<file path="config.mk">
export PLATFORM = sky130hd
export DESIGN_NAME = ov7670_sccb_config_flat
export DESIGN_NICKNAME = d
export VERILOG_FILES = /design/src/rtl/ov7670_sccb_config_pkg.sv /design/src/rtl/ov7670_sccb_config_if.sv /design/src/rtl/ov7670_sccb_config_sccb_master.sv /design/src/rtl/ov7670_sccb_config.sv /design/src/flat_wrapper.sv
export SDC_FILE = /design/constraint.sdc
export NUM_CORES = 1
export LEC_CHECK = 0
export BUFFER_PORTS_ARGS = -buffer_cell sky130_fd_sc_hd__buf_4
export CORE_ASPECT_RATIO = 1.75
export CORE_UTILIZATION = 62
export CTS_CLUSTER_DIAMETER = 40
export CTS_CLUSTER_SIZE = 40
export DETAILED_ROUTE_END_ITERATION = 8
export PLACE_DENSITY = 0.88
export SLEW_MARGIN = 10
export SYNTH_ARGS = -nofsm -noshare
export SYNTH_HDL_FRONTEND = slang
export SYNTH_SLANG_ARGS = --single-unit
export TNS_END_PERCENT = 30
</file>
<file path="constraint.sdc">
create_clock -name clk -period 2.3 [get_ports clk]
set_input_delay 0.345 -clock clk [delete_from_list [all_inputs] [get_ports clk]]
set_output_delay 0.345 -clock clk [all_outputs]
set_load 0.005 [all_outputs]
</file>
<file path="src/rtl/ov7670_sccb_config_pkg.sv">
// Shared sequencer encoding, soft-reset constants and the OV7670 register table.
package ov7670_cfg_pkg;

   typedef logic [2:0] seq_state_t;
   localparam seq_state_t S_IDLE     = 3'd0;
   localparam seq_state_t S_FETCH    = 3'd1;
   localparam seq_state_t S_XFER     = 3'd2;
   localparam seq_state_t S_XWAIT    = 3'd3;
   localparam seq_state_t S_RST_WAIT = 3'd4;
   localparam seq_state_t S_VERIFY   = 3'd5;
   localparam seq_state_t S_DONE     = 3'd6;
   localparam seq_state_t S_ERROR    = 3'd7;

   typedef struct packed {
      logic [7:0] addr;
      logic [7:0] data;
   } cfg_entry_t;

   localparam logic [15:0] END_MARKER = 16'hFFFF;
   localparam logic [7:0]  SRST_ADDR  = 8'h12;
   localparam int          SRST_BIT   = 7;

   // COM7 soft reset first, then CLKRC prescaler; padded with end markers.
   localparam int CFG_AW  = 2;
   localparam int CFG_LEN = 1 << CFG_AW;
   localparam logic [15:0] CFG_TABLE [CFG_LEN] = '{16'h1280, 16'h1101, END_MARKER, END_MARKER};

   // sel=1 selects the empty table (end marker only).
   function automatic cfg_entry_t cfg_lookup(input logic sel, input logic [7:0] idx);
      cfg_entry_t e;
      e = END_MARKER;
      if (!sel && idx < 8'(CFG_LEN)) e = CFG_TABLE[idx[CFG_AW-1:0]];
      return e;
   endfunction

   function automatic logic is_soft_reset(input cfg_entry_t e);
      return (e.addr == SRST_ADDR) && e.data[SRST_BIT];
   endfunction

endpackage

</file>
<file path="src/rtl/ov7670_sccb_config_if.sv">
// Host/pad-side signal bundle of the SCCB configurator.
interface ov7670_sccb_config_if;
   logic       start;
   logic       busy;
   logic       done;
   logic       error;
   logic [7:0] entry_idx;
   logic       sioc;
   logic       siod_oe;
   logic       siod_i;

   modport master (output start, siod_i,
                   input  busy, done, error, entry_idx, sioc, siod_oe);
   modport slave  (input  start, siod_i,
                   output busy, done, error, entry_idx, sioc, siod_oe);
endinterface

</file>
<file path="src/rtl/ov7670_sccb_config_sccb_master.sv">
// SCCB byte-phase engine: START, 1..3 nine-bit phases (last one optionally read), STOP, idle gap.
module sccb_master #(
   parameter int TICK = 125
) (
   input  logic            clk,
   input  logic            reset,
   input  logic            start,
   input  logic [1:0]      nphase,
   input  logic [2:0][7:0] bytes,
   input  logic            rd,
   input  logic            siod_i,
   output logic            busy,
   output logic [7:0]      rdata,
   output logic            sioc,
   output logic            siod_oe
);

   localparam logic [1:0] E_IDLE = 2'd0, E_START = 2'd1, E_BIT = 2'd2, E_STOP = 2'd3;
   localparam int TW = (TICK > 1) ? $clog2(TICK) : 1;

   logic [1:0]      st;
   logic [TW-1:0]   tcnt;
   logic [2:0]      q;
   logic [3:0]      bitn;
   logic [1:0]      ph, nph;
   logic [2:0][7:0] b;
   logic            rdq, rd_phase, qend;
   logic [7:0]      sh, rsh;
   logic            sioc_c, oe_c;

   assign qend     = tcnt == TW'(TICK - 1);
   assign rd_phase = rdq && (ph == nph - 2'd1);
   assign busy     = st != E_IDLE;
   assign rdata    = rsh;

   // Bit = 4 quarters: low (data set up), high, high (sample at mid), low.
   always_comb begin
      sioc_c = 1'b1;
      oe_c   = 1'b0;
      case (st)
         E_START: begin
            sioc_c = (q != 3'd2);
            oe_c   = (q != 3'd0);
         end
         E_BIT: begin
            sioc_c = (q == 3'd1) || (q == 3'd2);
            oe_c   = (bitn < 4'd8) && !rd_phase && !sh[7];
         end
         E_STOP: begin
            sioc_c = (q != 3'd0);
            oe_c   = (q <= 3'd1);
         end
         default: ;
      endcase
   end

   always_ff @(posedge clk or posedge reset) begin
      if (reset) begin
         st      <= E_IDLE;
         tcnt    <= '0;
         q       <= '0;
         bitn    <= '0;
         ph      <= '0;
         nph     <= '0;
         b       <= '0;
         rdq     <= 1'b0;
         sh      <= '0;
         rsh     <= '0;
         sioc    <= 1'b1;
         siod_oe <= 1'b0;
      end else begin
         sioc    <= sioc_c;
         siod_oe <= oe_c;
         if (st == E_IDLE) begin
            if (start) begin
               b    <= bytes;
               nph  <= nphase;
               rdq  <= rd;
               rsh  <= '0;
               tcnt <= '0;
               q    <= '0;
               st   <= E_START;
            end
         end else begin
            tcnt <= qend ? '0 : tcnt + TW'(1);
            if (qend) begin
               case (st)
                  E_START: begin
                     if (q == 3'd2) begin
                        st   <= E_BIT;
                        q    <= '0;
                        bitn <= '0;
                        ph   <= '0;
                        sh   <= b[0];
                     end else q <= q + 3'd1;
                  end
                  E_BIT: begin
                     if (q == 3'd1 && rd_phase && bitn < 4'd8) rsh <= {rsh[6:0], siod_i};
                     if (q == 3'd3) begin
                        q <= '0;
                        if (bitn == 4'd8) begin
                           if (ph == nph - 2'd1) st <= E_STOP;
                           else begin
                              ph   <= ph + 2'd1;
                              bitn <= '0;
                              sh   <= b[ph + 2'd1];
                           end
                        end else begin
                           bitn <= bitn + 4'd1;
                           sh   <= {sh[6:0], 1'b0};
                        end
                     end else q <= q + 3'd1;
                  end
                  E_STOP: begin
                     // q3/q4 are the idle gap before the next transaction.
                     if (q == 3'd4) begin
                        st <= E_IDLE;
                        q  <= '0;
                     end else q <= q + 3'd1;
                  end
                  default: st <= E_IDLE;
               endcase
            end
         end
      end
   end

endmodule

</file>
<file path="src/rtl/ov7670_sccb_config.sv">
// OV7670 register-table sequencer over SCCB. Optional SCCB_READBACK_EN adds read-back verification.
module ov7670_sccb_config
   import ov7670_cfg_pkg::*;
#(
   parameter int         CLK_HZ         = 50_000_000,
   parameter int         SCCB_HZ        = 100_000,
   parameter logic [7:0] DEV_ID         = 8'h42,
   parameter int         RESET_WAIT_CYC = 50_000,
   parameter bit         TABLE_SEL      = 1'b0
) (
   input logic                 clk,
   input logic                 reset,
   ov7670_sccb_config_if.slave bus
);

   localparam int TICK_RAW = CLK_HZ / (4 * SCCB_HZ);
   localparam int TICK     = (TICK_RAW < 1) ? 1 : TICK_RAW;
   localparam int WW       = (RESET_WAIT_CYC > 1) ? $clog2(RESET_WAIT_CYC) : 1;

   seq_state_t      state;
   logic [7:0]      idx;
   logic [WW-1:0]   wcnt;
   cfg_entry_t      cur;
   logic            last;
   logic            eng_start, eng_busy, eng_rd, sda_s;
   logic [1:0]      eng_nph;
   logic [2:0][7:0] eng_bytes;
   logic [7:0]      eng_rdata;

   assign cur  = cfg_lookup(TABLE_SEL, idx);
   assign last = (cur == END_MARKER) || (idx == 8'hFF);

   assign bus.busy      = (state != S_IDLE) && (state != S_DONE) && (state != S_ERROR);
   assign bus.done      = state == S_DONE;
   assign bus.entry_idx = idx;

`ifdef SCCB_READBACK_EN
   logic [1:0] vstep;
   logic [1:0] sda_sync;

   always_ff @(posedge clk or posedge reset) begin
      if (reset) sda_sync <= 2'b11;
      else       sda_sync <= {sda_sync[0], bus.siod_i};
   end
   assign sda_s     = sda_sync[1];
   assign bus.error = state == S_ERROR;
`else
   logic unused_rdata;
   assign unused_rdata = ^eng_rdata;
   assign sda_s        = 1'b1;
   assign bus.error    = 1'b0;
`endif

   always_comb begin
      eng_start = (state == S_XFER);
      eng_nph   = 2'd3;
      eng_bytes = {cur.data, cur.addr, DEV_ID};
      eng_rd    = 1'b0;
`ifdef SCCB_READBACK_EN
      // Read-back: address-set write, then a separate read transaction.
      if (state == S_VERIFY) begin
         eng_start = (vstep == 2'd0) || (vstep == 2'd2);
         eng_nph   = 2'd2;
         if (vstep[1]) begin
            eng_bytes = {8'h00, 8'h00, DEV_ID | 8'h01};
            eng_rd    = 1'b1;
         end else eng_bytes = {8'h00, cur.addr, DEV_ID};
      end
`endif
   end

   sccb_master #(.TICK(TICK)) u_eng (
      .clk     (clk),
      .reset   (reset),
      .start   (eng_start),
      .nphase  (eng_nph),
      .bytes   (eng_bytes),
      .rd      (eng_rd),
      .siod_i  (sda_s),
      .busy    (eng_busy),
      .rdata   (eng_rdata),
      .sioc    (bus.sioc),
      .siod_oe (bus.siod_oe)
   );

   always_ff @(posedge clk or posedge reset) begin
      if (reset) begin
         state <= S_IDLE;
         idx   <= '0;
         wcnt  <= '0;
`ifdef SCCB_READBACK_EN
         vstep <= '0;
`endif
      end else begin
         case (state)
            S_IDLE, S_DONE, S_ERROR: begin
               if (bus.start) begin
                  state <= S_FETCH;
                  idx   <= '0;
               end
            end
            S_FETCH: state <= last ? S_DONE : S_XFER;
            S_XFER:  state <= S_XWAIT;
            S_XWAIT: begin
               if (!eng_busy) begin
                  if (is_soft_reset(cur)) begin
                     state <= S_RST_WAIT;
                     wcnt  <= '0;
                  end else begin
`ifdef SCCB_READBACK_EN
                     state <= S_VERIFY;
                     vstep <= '0;
`else
                     idx   <= idx + 8'd1;
                     state <= S_FETCH;
`endif
                  end
               end
            end
            S_RST_WAIT: begin
               // Sensor ignores SCCB while its soft reset settles.
               if (wcnt == WW'(RESET_WAIT_CYC - 1)) begin
                  wcnt  <= '0;
                  idx   <= idx + 8'd1;
                  state <= S_FETCH;
               end else wcnt <= wcnt + WW'(1);
            end
`ifdef SCCB_READBACK_EN
            S_VERIFY: begin
               case (vstep)
                  2'd0, 2'd2: vstep <= vstep + 2'd1;
                  2'd1: if (!eng_busy) vstep <= 2'd2;
                  default: begin
                     if (!eng_busy) begin
                        vstep <= '0;
                        if (eng_rdata != cur.data) state <= S_ERROR;
                        else begin
                           idx   <= idx + 8'd1;
                           state <= S_FETCH;
                        end
                     end
                  end
               endcase
            end
`endif
            default: state <= S_IDLE;
         endcase
      end
   end

endmodule

</file>
<file path="src/flat_wrapper.sv">
// flat-port wrapper written by rule: the top's interface ports become plain ports
module ov7670_sccb_config_flat import ov7670_cfg_pkg::*;
#(
   parameter int         CLK_HZ         = 50_000_000,
   parameter int         SCCB_HZ        = 100_000,
   parameter logic [7:0] DEV_ID         = 8'h42,
   parameter int         RESET_WAIT_CYC = 50_000,
   parameter bit         TABLE_SEL      = 1'b0
)
  (clk, reset, bus_start, bus_siod_i, bus_busy, bus_done, bus_error, bus_entry_idx, bus_sioc, bus_siod_oe);
  ov7670_sccb_config_if bus_i ();
  input logic clk;
  input logic reset;
  input wire logic [$bits(bus_i.start)-1:0] bus_start;
  input wire logic [$bits(bus_i.siod_i)-1:0] bus_siod_i;
  output wire logic [$bits(bus_i.busy)-1:0] bus_busy;
  output wire logic [$bits(bus_i.done)-1:0] bus_done;
  output wire logic [$bits(bus_i.error)-1:0] bus_error;
  output wire logic [$bits(bus_i.entry_idx)-1:0] bus_entry_idx;
  output wire logic [$bits(bus_i.sioc)-1:0] bus_sioc;
  output wire logic [$bits(bus_i.siod_oe)-1:0] bus_siod_oe;
  assign bus_i.start = bus_start;
  assign bus_i.siod_i = bus_siod_i;
  assign bus_busy = bus_i.busy;
  assign bus_done = bus_i.done;
  assign bus_error = bus_i.error;
  assign bus_entry_idx = bus_i.entry_idx;
  assign bus_sioc = bus_i.sioc;
  assign bus_siod_oe = bus_i.siod_oe;
  ov7670_sccb_config #(.CLK_HZ(CLK_HZ), .SCCB_HZ(SCCB_HZ), .DEV_ID(DEV_ID), .RESET_WAIT_CYC(RESET_WAIT_CYC), .TABLE_SEL(TABLE_SEL)) u_core (.clk(clk), .reset(reset), .bus(bus_i));
endmodule
</file>
* Word-level counts from Yosys, hierarchy flattened
Cells that the tools add are included.
** Storage, ports and cells
- Word-level logic and storage cells :: 150
- Output and inout port bits :: 13
- Input bits :: 4
- Register bits after elaboration :: 72
** Cells by class
- Magnitude comparators :: 5
- Equality and inequality tests :: 39
- Reductions and logical operators :: 26
- Bitwise operators :: 2
- Add/sub/neg operators :: 7
- Mux-type cells :: 57
** Operator list (count)
- two-way mux 16 bit :: 6
- two-way mux 8 bit :: 9
- two-way mux 3 bit :: 11
- binary-select mux 16 bit (select 2 bit) :: 1
- == test 16 bit, second input constant :: 2
- case mux 16 bit (2 select lines) :: 1
- two-way mux 2 bit :: 12
- != test 3 bit, second input constant :: 8
- case mux 8 bit (3 select lines) :: 1
- two-way mux 7 bit :: 3
- adder 16 x 1 -> 16 bit, second input constant :: 1
- binary-select mux 8 bit (select 2 bit) :: 1
- two-way mux 4 bit :: 4
- case mux 8 bit (2 select lines) :: 1
- case mux 3 bit (5 select lines) :: 1
- != test 2 bit, second input constant :: 7
- AND reduction 7 bit :: 2
- == test 3 x 2 -> 1 bit, second input constant :: 4
- == test 3 bit, second input constant :: 4
- case mux 3 bit (3 select lines) :: 1
- AND reduction 3 bit :: 3
- nonzero test 3 bit :: 3
- adder 8 x 1 -> 8 bit, second input constant :: 1
- == test 8 x 5 -> 1 bit, second input constant :: 1
- other kinds (36) :: 48

* Logic depth before layout (Yosys ltp)
- Depth in word-level cells :: 10
- Gate-level depth with buffers :: 9

* Modules after synthesis
A second synthesis with hierarchy kept.
** Unflattened totals
- Cells, all modules :: 528
- Area total of the unflattened synthesis :: 5084.9 sq um
** Modules (own cells, without submodules)
- sccb_master :: times used 1, seq. area each 1577.8 sq um, area each 3330.7 sq um, cells an instance 322
- ov7670_sccb_config :: times used 1, seq. area each 675.6 sq um, area each 1754.2 sq um, cells an instance 206

* Worst setup path before layout
OpenSTA, ideal clock, no wires.
- Path kind :: reg-to-reg
- Start point :: reg u_core.u_eng.ph[0]
- End point :: reg u_core.u_eng.st[1]
- Path buffers :: 1
- Stages on the path, launching flop included :: 9
- Clock period less this slack :: 2.085 ns
- Data arrival time :: 1.960 ns
- Data required time :: 2.175 ns
- Path slack :: 0.215 ns
- Cell sequence :: dfrtp_1 -> clkbuf_1 -> inv_1 -> ha_1 -> nand2b_1 -> o21ai_0 -> nand3_1 -> o31ai_1 -> mux2_2
** On the way
- Word-level cells in the longest chain between the ends :: 3
** RTL lines
- from (decl) :: line ov7670_sccb_config_sccb_master.sv:25 : logic [1:0] ph, nph;
- from (signal assigned) :: line ov7670_sccb_config_sccb_master.sv:104 : ph <= ph + 2'd1;
- == test 2 bit :: line ov7670_sccb_config_sccb_master.sv:102 : if (ph == nph - 2'd1) st <= E_STOP;
- != test 3 bit (no source line)
- AND reduction 7 bit (no source line)
- to (signal assigned) :: line ov7670_sccb_config_sccb_master.sv:102
- to (signal assigned) :: line ov7670_sccb_config_sccb_master.sv:117 : st <= E_IDLE;
- to (signal assigned) :: line ov7670_sccb_config_sccb_master.sv:121 : default: st <= E_IDLE;
- to (decl) :: line ov7670_sccb_config_sccb_master.sv:21 : logic [1:0] st;
No other way between the ends.
A chain may end at the register's enable or synchronous reset.

* Worst setup path after layout
- Start point :: reg u_core.u_eng.st[0]
- End point :: reg u_core.u_eng.st[1]
** On the way
- Word-level cells in the longest chain between the ends :: 4
- Elaborated cells between the ends (all ways) :: 15
** RTL lines
- from (signal assigned) :: line ov7670_sccb_config_sccb_master.sv:59 : st <= E_IDLE;
- from (signal assigned) :: line ov7670_sccb_config_sccb_master.sv:82 : st <= E_START;
- from (signal assigned) :: line ov7670_sccb_config_sccb_master.sv:90 : st <= E_BIT;
- == test 2 bit / == test 2 x 1 -> 1 bit (equally long branches) :: line ov7670_sccb_config_sccb_master.sv:87 : case (st)
- case mux 2 bit (3 select lines) :: line ov7670_sccb_config_sccb_master.sv:87
- two-way mux 2 bit :: line ov7670_sccb_config_sccb_master.sv:86 : if (qend) begin
- two-way mux 2 bit :: line ov7670_sccb_config_sccb_master.sv:74 : if (st == E_IDLE) begin
Several ways; a longest one is shown, not always the timed one. The select of a mux whose other input is x is not followed.

==> metrics.cfg <==
[synthesis]
synth_area_leader_cell = dfrtp_1
synthFlopType = dfrtp_1
syn_area_um2 = 3690
netlist.area_leader.share_pct = 39.3
ys_types = 62
syn_avg_cell_area_um2 = 8.76
ys_ff_latch = 59
syn-instance-count = 421
synth_area_leaders = dfrtp_1 39%, ha_1 6.4%, nand2_1 5.1%, o21ai_0 3.8%, nor2_1 3.7%
syn_nets = 444
ys_warn_count = 0
seq_area_frac_synth_pct = 40.1
synth_enable_flop_cells = 0
postSynth.asyncResetShare_pct = 100

[clocking]
cts_buffers = 9
ctsLongestPathBuffers = 2
cts_tree = yes
root_buffer = clkbuf_8
path_clk_slew_ns = 0.07
clk_latency_ns = 0.36
htree_levels = 3
cts_sinks = 59
postCtsSetupRepairBufs = 0

[final_layout]
seqCellArea_um2 = 1480
areaGrowthSynthToFinish_pct = 12.0
n_fill_cell = 425
fin_cells = 527
fin_util_pct = 73.4
multi_input_area_um2 = 2040
nNetsFinal = 469
diodes = 0
layout-drive-gt1-share_pct = 14.2

[power_and_ir_drop]
p_leak_nw = 1.81
p_seq_share_pct = 53.7
power_w = 0.00193
internal_power_w = 0.00149
power_switching_w = 0.000443
ir_drop_v = 0.000451
clkPwrFrac_pct = 44.9
p_per_area_nw_per_um2 = 468
p_sw_share_pct = 22.9
p_comb_share_pct = 1.5

[outcome]
status = completed

[route]
wl_per_cell_um = 15.8
vias_per_cell = 6.19
dr.pass1.iters = 5
drc_errors = 0
wirelength_um = 8330
ant_nets = 0
vias = 3264
dr.first_iter.drc_count = 236

[sta]
finalSetupViolCount = 0
period_share_pct = 92.4
finalHoldViolCount = 0
period_minus_slack_ns = 2.12
clock_skew_ns = 0.00731
rsz0062_at_grt = no
finalSetupTns_ns = 0
max_freq_mhz = 471
slew_violations = 0
hold_ws_ns = 0.425
slew_headroom_pct = 66.1
tightest_slew_ns = 0.507

[worst_setup_path]
path_max_fanout = 8
path_class = reg2reg
worst_setup_path_start_kind = flip-flop
critPathCaptureType = flip-flop
cp.required_ns = 2.54
critPathArrivalTime_ns = 2.37

[grt]
grt_pass1_wl_um = 14400
antenna_found_initial = 0
grt_remaining_overflow = 0
grt_pass1_vias = 3345
grt_max_degree = 28
track_usage_pct = 29.9

[die]
initial_utilization_pct = 65.5
core-area_um2 = 5630
rows = 36
die_w_um = 60.3
die_area_um2 = 6270
die_h_um = 104
ioPinCount = 17

[flow_run]
drv_cap = 0

[placement]
dp_cells = 510
numPortBuffers = 14
hpwl_um = 6010
place_congestion = 0.865

[min_path]
worst_hold_path_type = in2reg

==> state kept, by name, summed over array words and instances (netlist names) <==
register,count
u_core.wcnt,16
u_core.bus.entry_idx,8
u_core.u_eng.sh,8
u_core.u_eng.tcnt,7
u_core.u_eng.b,4
u_core.u_eng.bitn,4
u_core.state,3
u_core.u_eng.q,3
u_core.u_eng.ph,2
u_core.u_eng.st,2
u_core.u_eng.sioc,1
u_core.u_eng.siod_oe,1
==> Yosys cell counts, types with 3 or more instances <==
library cell and number:
nand3b_1 3, a31oi_1 10, nor2b_1 7, nand4_1 6
nor3_1 11, and2_1 3, o31ai_1 18, o41ai_1 4
dfrtp_1 58, mux2i_1 7, nand2b_1 7, o22ai_1 7
o21ai_0 28, a21oi_1 26, nor2_1 36, and3_1 9
nand2_1 50, ha_1 19, nand3_1 14, clkbuf_1 14
buf_2 3, or3_1 5, o21ai_1 3, a22o_1 3
inv_1 21, a21o_1 5
==> metal layers <==
layer,up-vias,global-route usage (%),routed length [um],share of wire [%]
li1,1574,-,-,-
met1,1586,33.9,3170,38
met2,76,49.0,4620,56
met3,28,7.21,257,3.1
met4,0,17.3,275,3.3
met5,-,0,0,0
==> final timing paths <==
kind / cells after the start / to / start / slack (ns)
min in group asynchronous: 3 / u_core.u_eng.bitn[0]$_DFFE_PP0P_ / reset / 0.55
worst min register to register: 2 / u_core.u_eng.sh[0]$_DFFE_PP0P_ / u_core.u_eng.sh[0]$_DFFE_PP0P_ / 0.48
worst min-delay path: 3 / u_core.state[0]$_DFFE_PP0P_ / bus_start / 0.43
max in group asynchronous: 4 / u_core.u_eng.ph[1]$_DFFE_PP0P_ / reset / 1.11
worst max register to register: 7 / u_core.u_eng.st[1]$_DFFE_PP0P_ / u_core.u_eng.st[0]$_DFFE_PP0P_ / 0.18
worst max-delay path: 7 / u_core.u_eng.st[1]$_DFFE_PP0P_ / u_core.u_eng.st[0]$_DFFE_PP0P_ / 0.18
==> worst max-delay path: stages, from the launching register on <==
cell and delay [ns]:
dfrtp_1 0.38, inv_1 0.09, ha_1 0.29, nor2b_1 0.18, a21oi_1 0.19, nand3_1 0.10, o31ai_1 0.39, mux2_2 0.39
==> cell families after synthesis <==
group	after synthesis	synth area share (%)
buffers and inverters	42	4.78
DFF	59	40.1
adders and majority gates	19	6.45
and+or+nand+nor	163	22.5
other	1	0.102
AOI/OAI and AO/OA	128	23.6
muxes	9	2.51
==> final cells by class <==
class	instances	area share (%)
Tap cell	76	2.30
Clock buffer	14	3.94
Timing Repair Buffer	34	6.24
Multi-Input combinational cell	320	49.5
Inverter	22	2.00
Clock inverter	2	0.242
Sequential cell	59	35.8
==> power by group through the flow <==
stage	Combinational [W]	Clock (W)	Sequential [W]
floorplan	0.0000167	0	0.00106
global placement	0.0000271	0	0.00106
detailed placement	0.0000276	0	0.00106
CTS	0.0000291	0.000869	0.00104
global route	0.0000326	0.000913	0.00104
finish	0.0000281	0.000868	0.00104
==> stage by stage <==
stage	setup WS, ns	cell area (um2)
floorplan	0.215	3690
global placement	0.267	3940
detailed placement	0.180	3940
CTS	0.181	4120
global route	0.0329	4130
finish	0.175	4130
==> layout by cell type (no fill, tap or decap), types with 7 or more instances in the layout <==
| master | Yosys | layout |
|---|---|---|
| and3_1 | 9 | 9 |
| nor2_1 | 36 | 36 |
| o22ai_1 | 7 | 7 |
| nand2b_1 | 7 | 7 |
| nor3_1 | 11 | 11 |
| a21oi_1 | 26 | 26 |
| nand2_1 | 50 | 50 |
| inv_1 | 21 | 20 |
| o21ai_0 | 28 | 28 |
| nand3_1 | 14 | 14 |
| clkbuf_8 | 0 | 11 |
| mux2i_1 | 7 | 7 |
| dfrtp_1 | 58 | 58 |
| buf_4 | 2 | 33 |
| o31ai_1 | 18 | 18 |
| a31oi_1 | 10 | 10 |
| nor2b_1 | 7 | 7 |
| ha_1 | 19 | 19 |
==> repair_timing <==
item | in CTS | in global routing
resized for setup | 0 | 2
endpoints found under the hold margin | 16 | 0
hold buffers | 1 | 0
setup endpoints to repair | 0 | 1
Note: power is estimated with default switching activity, not from simulation.
